File: src/rtl/prbs_chk_win.sv
// Loss-of-lock window: counts locked bits and errors per 2^WIN_LOG2-bit window,
// strobing loss when the error count within a window reaches LOSS_THRESH.
module prbs_chk_win #(
    parameter int WIN_LOG2    = 6,
    parameter int LOSS_THRESH = 8
) (
    input  logic clk,
    input  logic reset_n,
    input  logic bit_en,
    input  logic err,
    output logic loss
);

    logic [WIN_LOG2-1:0] win_bits;
    logic [15:0]         win_err;
    logic [15:0]         err_inc;

    assign err_inc = win_err + 16'(err);
    assign loss    = bit_en && err && (err_inc >= 16'(LOSS_THRESH));

    always_ff @(posedge clk or negedge reset_n) begin
        if (!reset_n) begin
            win_bits <= '0;
            win_err  <= '0;
        end else if (bit_en) begin
            if (loss) begin
                win_bits <= '0;
                win_err  <= '0;
            end else begin
                win_bits <= win_bits + WIN_LOG2'(1);
                // The last bit of a window still counts, then the window restarts.
                win_err  <= (&win_bits) ? '0 : err_inc;
            end
        end
    end

endmodule

File: config.mk
export PLATFORM = sky130hd
export DESIGN_NAME = prbs_chk_win
export DESIGN_NICKNAME = d
export VERILOG_FILES = /design/src/rtl/prbs_chk_win.sv
export SDC_FILE = /design/constraint.sdc
export NUM_CORES = 1
export LEC_CHECK = 0
export CORE_MARGIN = 2
export CORE_UTILIZATION = 35
export CTS_BUF_LIST = sky130_fd_sc_hd__clkbuf_4
export DETAILED_ROUTE_END_ITERATION = 10
export GPL_ROUTABILITY_DRIVEN = 0
export PLACE_DENSITY = 0.61
export SYNTH_ARGS = -nofsm -noshare
export SYNTH_HDL_FRONTEND = slang
export SYNTH_SLANG_ARGS = --single-unit
File: constraint.sdc
create_clock -name clk -period 6.22 [get_ports clk]
set_clock_uncertainty 0.15 [all_clocks]
set_input_delay 1.244 -clock clk [delete_from_list [all_inputs] [get_ports clk]]
set_output_delay 1.244 -clock clk [all_outputs]
set_load 0.05 [all_outputs]
# Word-level counts from Yosys, hierarchy flattened
# Index checks and enable logic that the tools add are counted.
totals:
  elab_cells: 11
  inputBits: 4
  register_bits: 22
  out_inout_bits: 1
classes:
  n_lt_le_gt_ge: 1
  n_mux: 3
  addsub: 2
  n_reduce_logical: 3
op_table:
  columns: ["op", "count"]
  rows:
  - ["2-to-1 mux 16 bit", 2]
  - ["adder 16 x 1 -> 16 bit", 1]
  - ["greater-or-equal comparator 16 x 4 -> 1 bit (second input constant)", 1]
  - ["adder 6 x 1 -> 6 bit (second input constant)", 1]
  - ["2-to-1 mux 6 bit", 1]
  - ["AND reduction 6 bit", 1]
  - ["logical AND 1 bit", 2]

# Logic depth before layout (Yosys ltp)
depth:
  word_depth: 4
  depth_mapped: 9
  ltp_nobuf: 8

# Worst setup path after synthesis
# Ideal clock, no wire load.
synth_path:
  path_type: "input -> output"
  startpoint: "input err"
  endpoint: "output loss"
  t_arrival_ns: 3.524
  path_stages: 8
  t_required_ns: 4.826
  path_buffers: 1
  path_slack_ns: 1.302
  cell_sequence: "ha_1 ha_1 nand3_1 or2_2 nor3_1 o41ai_4 buf_4 a21oi_1"
synth_between:
  elab_chain_cells: 3
  elab_cells_between_ends: 4
  classes_between: "add/sub: 1; order compare: 1; reduce/logical: 2"
synth_lines:
  columns: ["item", "line", "source"]
  rows:
  - ["start, declared", "10", "input logic err,"]
  - ["adder 16 x 1 -> 16 bit", "18", "assign err_inc = win_err + 16'(err);"]
  - ["greater-or-equal comparator 16 x 4 -> 1 bit", "19", "assign loss = bit_en && err && (err_inc >= 16'(LOSS_THRESH));"]
  - ["logical AND 1 bit *", "19", null]
  - ["end, declared", "11", "output logic loss"]
# Every way passes the cells marked *; elsewhere a longest branch is shown, timed or not.

# Final worst setup path
# Ends and elaborated chain as after synthesis.

==> flow_summary.ini <==
[place]
io_buffers = 4
hpwl_um = 2460
dp_slack_ns = 1.15

[routing]
wire_per_inst_um = 15.6
drt_first_iter_violations = 61
first_pass_iters = 4
drc = 0
vias = 1336
ant_nets = 0
vias_per_cell = 5.99
routed_wl_um = 3470

[sta]
drv_slew = 0
tightest_slew_ns = 1.22
fin_tns_setup_ns = 0
clock.fmax_mhz = 195
post-route-period-util_pct = 82.5
fin_ws_ns = 1.09
rsz0062_at_grt = false
period_minus_slack_ns = 5.13
hold_ws_ns = 0.391
slew_headroom_pct = 18.6
setup_viol = 0
finalHoldViolations = 0

[floorplan]
fp.dieW_um = 69.4
io_pins = 5
start_util_pct = 36.9
die_h_um = 69.4
row_count = 23
dieArea_sq_um = 4820
core_sq_um = 4060

[yosys]
synth_compound_area_share_pct = 23.6
synth.avg_cell_area_sq_um = 8.56
ys_ff_latch = 22
yosysWarnings = 0
yosys-top-cells-count = dfrtp_1 (22), nand2_1 (20), nand3_1 (13), inv_1 (11), nor2_1 (10)
ys.flop_type = dfrtp_1
synth_top_family_by_area = simple AND/OR/NAND/NOR gates
synthArstFlopShare_pct = 100
synthSimpleGateAreaFrac_pct = 27.9
syn_area_sq_um = 1500
synth_area_leaders = dfrtp_1 (37%), nand2_1 (5.0%), nand3_1 (4.3%)
synth-xor-area-share_pct = 1.17
synth_fa_ha_area_share_pct = 2.51
syn_nets = 182
yosys.area.top_type_share_pct = 36.8
ys_types = 40
synth.largest_area_cell = dfrtp_1
synth_cells = 175
synth.most_common_cell = dfrtp_1
ys_seq_area_share_pct = 36.8
synth-edff-count = 0
synthMuxAreaShare_pct = 2.01

[critical_path]
crit_path_start_kind = input pin
crit_arrival_ns = 3.74
timing.rr.start = win_err[0]
required_ns = 4.83
crit_type = input pin to output port
cp_max_fo = 7
r2r_cells = 7
crit_path_end = loss
crit_path_end_kind = output port
crit_start = err
worstReg2RegEnd = win_err[6]
ff2ff_setup_slack_ns = 3.14

[power]
p_int_w = 0.000249
p_comb_share_pct = 31.8
switchingPower_w = 0.000152
seq_power_share_pct = 50.7
peakVddDrop_v = 0.000136
swShare_pct = 37.9
pwr_density_cell_nw_per_um2 = 253
leakage_nw = 0.633
pwr-share-clk_pct = 17.5

[status]
outcome = complete, no violations

[global_route]
grt_pass1_wl_um = 6020
grt_max_degree = 23
grt_use_met1_pct = 21.7
busiest_layer = met2
grt_pass1_vias = 1283
antenna_found_initial = 0
use_met3_pct = 1.89
met2_usage_pct = 22.9
gr-total-overflow = 0
grt.total_usage_pct = 15.2

[clock_network]
worstSkewPairLatency_ns = 0.32
cts_tree = built
postCtsHoldBufs = 0
ctsResizeCount = 0
htree_levels = 1
cts_made_buffers = 3
cts.sinks = 22
cts_setup_buffers = 0
clk_pin_slew_ns = 0.12
cts_root_buf = clkbuf_4
clk_path_buf_depth = 2

[final_layout]
syn_to_final_growth_pct = 5.68
final_layout_size_suffix_gt1_share_pct = 7.51
nets = 181
antennaDiodeCount = 0
fin_util_pct = 39.0

[run]
drv_cap = 0

[min_path]
hold_class = flop to flop
power groups by stage:
stage	clock network [W]	logic (W)	registers, W
floorplan	0	0.000110	0.000191
global placement	0	0.000125	0.000204
detailed placement	0	0.000129	0.000205
CTS	0.0000727	0.000128	0.000203
global route	0.0000766	0.000148	0.000208
finish	0.0000701	0.000127	0.000203
routing by layer:
metal	vias up	wire, um
li1	650	-
met1	644	1640
met2	38	1630
met3	4	162
met4	0	41
met5	-	0
worst min-delay path by stage:
stage,start,endpoint,cells after the start
floorplan,win_err[0],win_err[0],1
global placement,win_err[0],win_err[0],1
detailed placement,win_bits[1],win_bits[1],1
CTS,win_bits[1],win_bits[1],1
global route,win_bits[1],win_bits[1],1
finish,win_err[0],win_err[0],1
worst max-delay path, cell delays in order:
cell	delay [ns]
clkdlybuf4s50_1	0.58
ha_1	0.22
ha_1	0.27
nand3_1	0.16
or2_2	0.33
nor3_1	0.34
o41ai_4	0.13
a21oi_1	0.21
buf_4	0.24
registers in the layout, summed over array words and instances, names as in the netlist:
| signal | flops |
|---|---|
| win_err | 16 |
| win_bits | 6 |
logic make-up (layout without fill, tap and decap cells):
group | Yosys count | after routing
xor+xnor | 2 | 2
flops | 22 | 22
compound gates | 46 | 46
fa+ha+maj | 3 | 3
mux | 3 | 3
simple gates | 77 | 77
buf+inv | 22 | 20
stage by stage:
stage / area, sq um / cells / power (W)
finish: 1580 / 223 / 0.000401
global route: 1580 / 223 / 0.000433
CTS: 1580 / 223 / 0.000404
detailed placement: 1560 / 219 / 0.000334
global placement: 1560 / 219 / 0.000329
floorplan: 1500 / 175 / 0.000301
cell usage in the layout (no fill, tap or decap), types with 4 or more instances in the layout:
cell type  instances
o2bb2ai_1          5
nand2_1           20
a22o_1             4
o22ai_1            7
inv_1             11
nand2b_1           4
o21ai_0            6
nand3_1           13
nor2_1            10
dfrtp_1           22
nor3_1             5
a31oi_1            9
and3_1             8
area by class of cell:
| type | instances | area, sq um |
|---|---|---|
| Tap cell | 50 | 62.6 |
| Clock inverter | 1 | 3.75 |
| Timing Repair Buffer | 5 | 45.0 |
| Multi-Input combinational cell | 131 | 857 |
| Sequential cell | 22 | 551 |
| Clock buffer | 3 | 22.5 |
| Inverter | 11 | 41.3 |
| Fill cell | 421 | 2470 |
No activity file was read; power rests on OpenSTA's default activity.
